==> config.mk <==
export PLATFORM = sky130hd
export DESIGN_NAME = mux_bbm_sequencer
export DESIGN_NICKNAME = d
export VERILOG_FILES = /design/src/rtl/mux_seq_pkg.sv /design/src/rtl/bbm_timer.sv /design/src/rtl/mux_bbm_sequencer.sv
export SDC_FILE = /design/constraint.sdc
export NUM_CORES = 1
export LEC_CHECK = 0
export BUFFER_PORTS_ARGS = -buffer_cell sky130_fd_sc_hd__buf_4
export CAP_MARGIN = 40
export CORE_AREA = 2 2 48 68
export CTS_CLUSTER_SIZE = 16
export DETAILED_ROUTE_END_ITERATION = 8
export DIE_AREA = 0 0 50 70
export GPL_TIMING_DRIVEN = 1
export HOLD_SLACK_MARGIN = 0.06
export PLACE_DENSITY = 0.77
export SLEW_MARGIN = 20
export SYNTH_ARGS = -nofsm -noshare
export SYNTH_HDL_FRONTEND = slang
export SYNTH_SLANG_ARGS = --single-unit
==> constraint.sdc <==
create_clock -name clk -period 3.1 [get_ports clk]
set_input_delay 0.62 -clock clk [delete_from_list [all_inputs] [get_ports clk]]
set_output_delay 0.62 -clock clk [all_outputs]
set_load 0.005 [all_outputs]
==> src/rtl/mux_seq_pkg.sv <==
// Shared types and sizes for the analog mux break-before-make sequencer.
package mux_seq_pkg;
  localparam int NUM_CH = 8;
  localparam int CH_W   = 3;
  localparam int CNT_W  = 8;

  typedef enum logic [1:0] {IDLE, BREAK, SETTLE, ON} state_e;

  function automatic logic [NUM_CH-1:0] onehot(input logic [CH_W-1:0] ch);
    logic [NUM_CH-1:0] v;
    v     = '0;
    v[ch] = 1'b1;
    return v;
  endfunction
endpackage

==> src/rtl/bbm_timer.sv <==
// Loadable down-counter that parks at zero; done is high while the count is zero.
module bbm_timer
  import mux_seq_pkg::*;
(
  input  logic             clk,
  input  logic             rst,
  input  logic             load,
  input  logic [CNT_W-1:0] value,
  output logic             done
);
  logic [CNT_W-1:0] cnt_q, cnt_d;

  always_comb begin
    cnt_d = cnt_q;
    if (load) begin
      cnt_d = value;
    end else if (cnt_q != '0) begin
      cnt_d = cnt_q - CNT_W'(1);
    end
  end

  always_ff @(posedge clk or negedge rst) begin
    if (!rst) begin
      cnt_q <= '0;
    end else begin
      cnt_q <= cnt_d;
    end
  end

  assign done = (cnt_q == '0);
endmodule

==> src/rtl/mux_bbm_sequencer.sv <==
// Break-before-make driver for the 8:1 analog mux gates.
// States: IDLE all open, BREAK all open for dead time, SETTLE new channel closed, ON stable.
module mux_bbm_sequencer
  import mux_seq_pkg::*;
#(
  parameter int DEAD_CYCLES   = 4,
  parameter int SETTLE_CYCLES = 8
) (
  input  logic              clk,
  input  logic              rst,
  input  logic              req_valid,
  output logic              req_ready,
  input  logic              req_en,
  input  logic [CH_W-1:0]   req_ch,
  output logic [NUM_CH-1:0] dout_p,
  output logic [NUM_CH-1:0] dout_n,
  output logic [CH_W-1:0]   active_ch,
  output logic              settled,
  output logic              busy
);
  localparam logic [CNT_W-1:0] DEAD_LD   = CNT_W'(DEAD_CYCLES - 1);
  localparam logic [CNT_W-1:0] SETTLE_LD = (SETTLE_CYCLES == 0) ? '0 : CNT_W'(SETTLE_CYCLES - 1);

  state_e            state_q, state_d;
  logic [NUM_CH-1:0] dout_p_q, dout_p_d;
  logic [CH_W-1:0]   active_ch_q, active_ch_d;
  logic [CH_W-1:0]   tgt_ch_q, tgt_ch_d;
  logic              settled_q, settled_d;
  logic              busy_q, busy_d;
  logic              ready_q, ready_d;
  logic              tmr_load;
  logic [CNT_W-1:0]  tmr_value;
  logic              tmr_done;
  logic              accept;

  bbm_timer u_timer (
    .clk   (clk),
    .rst   (rst),
    .load  (tmr_load),
    .value (tmr_value),
    .done  (tmr_done)
  );

  assign accept = req_valid && ready_q;

  always_comb begin
    state_d     = state_q;
    dout_p_d    = dout_p_q;
    active_ch_d = active_ch_q;
    tgt_ch_d    = tgt_ch_q;
    settled_d   = settled_q;
    tmr_load    = 1'b0;
    tmr_value   = DEAD_LD;
    case (state_q)
      IDLE: begin
        // Nothing is closed, so the first channel can make immediately.
        if (accept && req_en) begin
          active_ch_d = req_ch;
          dout_p_d    = onehot(req_ch);
          if (SETTLE_CYCLES == 0) begin
            state_d   = ON;
            settled_d = 1'b1;
          end else begin
            state_d   = SETTLE;
            tmr_load  = 1'b1;
            tmr_value = SETTLE_LD;
          end
        end
      end
      ON: begin
        if (accept) begin
          if (!req_en) begin
            state_d   = IDLE;
            dout_p_d  = '0;
            settled_d = 1'b0;
          end else if (req_ch != active_ch_q) begin
            state_d   = BREAK;
            dout_p_d  = '0;
            settled_d = 1'b0;
            tgt_ch_d  = req_ch;
            tmr_load  = 1'b1;
            tmr_value = DEAD_LD;
          end
        end
      end
      BREAK: begin
        if (tmr_done) begin
          active_ch_d = tgt_ch_q;
          dout_p_d    = onehot(tgt_ch_q);
          if (SETTLE_CYCLES == 0) begin
            state_d   = ON;
            settled_d = 1'b1;
          end else begin
            state_d   = SETTLE;
            tmr_load  = 1'b1;
            tmr_value = SETTLE_LD;
          end
        end
      end
      SETTLE: begin
        if (tmr_done) begin
          state_d   = ON;
          settled_d = 1'b1;
        end
      end
      default: state_d = IDLE;
    endcase
    busy_d  = (state_d == BREAK) || (state_d == SETTLE);
    ready_d = !busy_d;
  end

  always_ff @(posedge clk or negedge rst) begin
    if (!rst) begin
      state_q     <= IDLE;
      dout_p_q    <= '0;
      active_ch_q <= '0;
      tgt_ch_q    <= '0;
      settled_q   <= 1'b0;
      busy_q      <= 1'b0;
      ready_q     <= 1'b1;
    end else begin
      state_q     <= state_d;
      dout_p_q    <= dout_p_d;
      active_ch_q <= active_ch_d;
      tgt_ch_q    <= tgt_ch_d;
      settled_q   <= settled_d;
      busy_q      <= busy_d;
      ready_q     <= ready_d;
    end
  end

  assign dout_p    = dout_p_q;
  assign dout_n    = ~dout_p_q;
  assign active_ch = active_ch_q;
  assign settled   = settled_q;
  assign busy      = busy_q;
  assign req_ready = ready_q;
endmodule
# Word level (Yosys, flattened, before mapping)
# Index checks and enable logic that the tools add are counted.
# W data, S select, Z words.
classes:
  n_addsub: 1
  order_cmp: 4
  n_eq_ne: 11
  muxes: 36
  bitwise: 1
  reduce_logical: 17
op_table:
  columns: ["op", "count"]
  rows:
  - ["$mux W8", 7]
  - ["$pmux W8 S3", 1]
  - ["$mux W2", 6]
  - ["$mux W3", 4]
  - ["$pmux W3 S2", 2]
  - ["$mux W1", 11]
  - ["$logic_not A8 Y1", 1]
  - ["$lt A3 B4 Y1 const B", 2]
  - ["$ne A2 B2 Y1 const B", 4]
  - ["$not A8 Y8", 1]
  - ["$pmux W2 S4", 1]
  - ["$reduce_and A4 Y1", 2]
  - ["$reduce_bool A8 Y1", 1]
  - ["$sub A8 B1 Y8 const B", 1]
  - ["$demux W1 S3", 2]
  - ["$eq A2 B2 Y1 const B", 3]
  - ["$ge A3 B1 Y1 const B", 2]
  - ["$reduce_bool A2 Y1", 3]
  - ["$reduce_and A5 Y1", 1]
  - ["$eq A2 B1 Y1 const B", 2]
  - ["$logic_and A1 B1 Y1", 4]
  - ["$ne A3 B3 Y1", 1]
  - ["$ne A3 B3 Y1 const B", 1]
  - ["$pmux W1 S3", 1]
  - ["other kinds (6)", 6]
word_totals:
  regBits: 27
  in_bits: 7
  elab_cells: 78

# Longest topological paths before layout
logic_depth:
  word_depth: 8
  depth_mapped: 6
  depth_no_buf: 6

# Cells and area by module
# Synthesis repeated with hierarchy kept, for this count alone.
hier_totals:
  cells_unflattened: 156
  hier_area_um2: 1560.2
by_module_without_submodules:
  columns: ["module", "instances", "cells_each", "area_per_inst_um2"]
  rows:
  - ["mux_bbm_sequencer", 1, 102, 1083.5]
  - ["bbm_timer", 1, 54, 476.7]

# Worst setup path before layout
# Ideal clock, no wire load.
synth_timing:
  path_kind: "input to register"
  from: "in req_ch[1]"
  to: "reg dout_p_q[2] (netlist: dout_p[2])"
  t_arrival_ns: 1.847
  required_ns: 2.975
  setup_slack_ns: 1.129
  path_stages: 6
  path_cell_list: "buf_2 > xnor2_1 > and4_1 > buf_2 > o22ai_4 > mux2_2"
synth_between:
  elab_chain_cells: 6
synth_lines:
  columns: ["item", "line_no", "text"]
  rows:
  - ["start, declared", "mux_bbm_sequencer.sv:14", "input logic [CH_W-1:0] req_ch,"]
  - ["$lt A3 B4 Y1 (implied by the code) / $ge A3 B1 Y1 (equally long branches)", "mux_seq_pkg.sv:12", "v[ch] = 1'b1;"]
  - ["$logic_and A1 B1 Y1 (implied by the code)", "mux_seq_pkg.sv:12", null]
  - ["$mux W1 (implied by the code)", "mux_seq_pkg.sv:12", null]
  - ["$demux W1 S3", "mux_seq_pkg.sv:12", null]
  - ["$mux W8", "mux_bbm_sequencer.sv:57", "if (accept && req_en) begin"]
  - ["$pmux W8 S3", "mux_bbm_sequencer.sv:54", "case (state_q)"]
  - ["end signal, assigned", "mux_bbm_sequencer.sv:123", "dout_p_q <= dout_p_d;"]
  - ["end, declared", "mux_bbm_sequencer.sv:25", "logic [NUM_CH-1:0] dout_p_q, dout_p_d;"]
# Several ways; a longest one is shown, not always the timed one. The select of a mux whose other input is x is not followed.
# A chain may end at the register's enable or synchronous reset.

# Worst setup path after layout
layout_timing:
  from: "reg u_timer.cnt_q[0]"
  to: "reg dout_p_q[6] (netlist: dout_p[6])"
layout_between:
  elab_chain_cells: 3
layout_lines:
  columns: ["item", "line_no", "text"]
  rows:
  - ["start, declared", "bbm_timer.sv:11", "logic [CNT_W-1:0] cnt_q, cnt_d;"]
  - ["start signal, assigned", "bbm_timer.sv:26", "cnt_q <= cnt_d;"]
  - ["$logic_not A8 Y1", "bbm_timer.sv:30", "assign done = (cnt_q == '0);"]
  - ["$ne A2 B2 Y1 (no line)", null, null]
  - ["$reduce_and A5 Y1 (no line)", null, null]
# Every way passes these cells.

==> flow_summary.yaml <==
logic_synthesis:
  syn_nets: 151
  async_reset_ff_share_pct: 100
  ys.flop_type: "dfrtp_1"
  yosysWarnings: 0
  yosysTopAreaCell: "dfrtp_1"
  synth_edf_count: 0
  synth_area_leaders: "dfrtp_1 (43%), mux2_2 (10%), mux2i_1 (4.7%)"
  yosys.area.top_type_share_pct: 43.3
  netlist_area_um2: 1500
  ys_seq_area_share_pct: 45.0
  syn_avg_cell_area_um2: 10.6
  yosysUniqueCellTypes: 34
  syn_inst: 142
  ys_ff_latch: 27
finish:
  layout.nets: 178
  syn_to_final_growth_pct: 18.6
  drive_gt1_share_pct: 33.9
  layoutNonFillerInstCount: 207
  final_cell_mix: "buf_4 (28), dfrtp_1 (26), nor2_1 (16)"
  final_common_cell: "buf_4"
  regArea_um2: 677
  n_antenna_cell: 0
  fill_cells: 257
  multi_input_area_um2: 762
setup_path:
  slowest_delay_ns: 0.43
  start_kind: "flop"
  path_cells: "inv_1, ha_1, nor4b_4, a31oi_4, o22ai_4, mux2_2"
  required_ns: 3.26
  worstPathArrival_ns: 2.32
  setup.worst_path.end_class: "flop"
  cp_max_fo: 8
  critical_path_class: "reg2reg"
  worst_path_max_delay_cell: "nor4b_4"
status:
  status: "finished, final reports clean"
clocking:
  cts_htree_levels: 1
  cts_hold_buf: 0
  cts_buffer_depth: 2
  postCtsSetupBuffers: 0
  cts.sinks: 27
  cts_buffers: 3
  clk_latency_ns: 0.27
  clkTransAtPathRegs_ns: 0.09
  post_cts_resized: 0
  cts_tree: "done"
  cts-root-buf: "clkbuf_8"
sta:
  tns_ns: 0
  tightest_slew_ns: 0.532
  period_minus_slack_ns: 2.16
  skew_ns: 0.00227
  maxSlewViolCount: 0
  clock.fmax_ghz: 0.463
  maxSlewHeadroom_pct: 64.6
  hold_violations: 0
  fin_crit_sh_pct: 69.7
  rsz0062_at_grt: "false"
  setup_violations: 0
detailed_routing:
  drtIter0Drc: 15
  avgViaCountPerCell: 5.38
  wl_per_cell_um: 14.4
  final_antenna_net_count: 0
  wirelength_mm: 2.99
  drc: 0
  vias: 1114
  drtPass1Iterations: 4
grt:
  grt_first_pass_wirelength_mm: 5.13
  antenna_found_initial: 0
  grt_overflow: 0
  first_global_vias: 1152
  gr-usage-all-layers_pct: 18.7
  grt_max_degree: 28
floorplan:
  die_area_um2: 3500
  die_h_um: 70
  initial_core_util_pct: 50.5
  core_um2: 2970
  dieWidth_um: 50
  io_pins: 29
  rows: 24
power:
  p_sw_share_pct: 21.2
  internal_power_uw: 453
  comb_power_share_pct: 5.0
  power.leakage_uw: 0.000778
  ir_worst_vdd_uv: 294
  clock_power_share_pct: 33.8
  cellPowerDensity_nw_per_um2: 323
  seq_power_share_pct: 61.2
  p_switching_uw: 122
placement:
  hpwl_mm: 2.33
  post-place-cells: 203
  port_buffers: 28
  gp_congestion: 0.741
flow_run:
  drv_cap: 0
worst_hold_path:
  hp-class: "in2async"
-- per-stage QoR --
| stage | cell area, um2 | setup slack (ns) | total power (uW) | hold slack (ns) | util [%] |
|---|---|---|---|---|---|
| floorplan | 1500 | 1.13 | 372 | 0.324 | - |
| finish | 1780 | 0.941 | 575 | 0.244 | 59.9 |
| global route | 1780 | 0.818 | 609 | 0.260 | 59.9 |
| global placement | 1740 | 1.01 | 387 | 0.515 | 58.4 |
| detailed placement | 1740 | 0.941 | 388 | 0.522 | 58.4 |
| CTS | 1780 | 0.922 | 585 | 0.255 | 59.9 |
-- cell type report --
type | count | share of cell area [%]
multi-input combinational | 99 | 42.8
clock inverter | 1 | 0.281
sequential | 27 | 38.0
timing repair buffer | 28 | 11.8
clock buffer | 3 | 2.32
tap | 39 | 2.74
inverter | 10 | 2.11
-- critical path: cells and delay by family, from the launching register on --
kind,cells,cell delay (ns)
and+or+nand+nor,1,0.43
AOI/OAI and AO/OA,2,0.53
DFF,1,0.40
adders and majority gates,1,0.18
buffers and inverters,1,0.13
muxes,1,0.38
-- cells by family after synthesis --
family                     share of synthesized area [%]
DFF                                                 45.0
muxes                                               15.2
xor gates and xnor gates                            2.91
and+or+nand+nor                                     17.7
adders and majority gates                           1.67
buffers and inverters                               4.25
AOI/OAI and AO/OA                                   13.2
-- Yosys cell counts (3+ instances only) --
| library cell | n |
|---|---|
| or2_2 | 3 |
| mux2i_1 | 7 |
| nand2b_1 | 6 |
| mux2_2 | 14 |
| a21oi_1 | 4 |
| nor2_1 | 16 |
| nand3_1 | 3 |
| o22ai_1 | 9 |
| xnor2_1 | 5 |
| clkbuf_1 | 3 |
| nand2_1 | 8 |
| inv_1 | 10 |
| dfrtp_1 | 26 |
| buf_2 | 3 |
-- power groups by stage --
stage | registers, uW | clock network (uW) | logic, uW
2_1_floorplan | 359 | 0 | 13.1
3_3_place_gp | 359 | 0 | 28.6
3_5_place_dp | 359 | 0 | 29.5
4_1_cts | 352 | 203 | 29.4
5_1_grt | 352 | 225 | 32.3
6_report | 352 | 194 | 28.5
-- routing by layer --
metal / track usage [%] / routed length [um] / up-vias
met5: 0 / 0 / -
li1: - / - / 557
met2: 34.6 / 1680 / 22
met3: 2.35 / 65 / 5
met4: 6.17 / 34 / 0
met1: 21.5 / 1200 / 530
-- final timing paths --
path / end / cells past startpoint / slack (ns) / start
max: dout_p[6] / 6 / 0.94 / u_timer.cnt_q[0]
min: u_timer.cnt_q[3] / 1 / 0.24 / rst
max reg2reg: dout_p[6] / 6 / 0.94 / u_timer.cnt_q[0]
min reg2reg: dout_p[5] / 1 / 0.54 / dout_p[5]
max in group asynchronous: req_ready / 1 / 2.55 / rst
min in group clk: dout_p[5] / 1 / 0.54 / dout_p[5]
-- state kept, by name (all words and copies together), names as in the netlist --
name,cells
dout_p,8
u_timer.cnt_q,8
active_ch,3
tgt_ch_q,3
state_q,2
busy,1
req_ready,1
settled,1
Note: power is estimated with default switching activity, not from simulation.
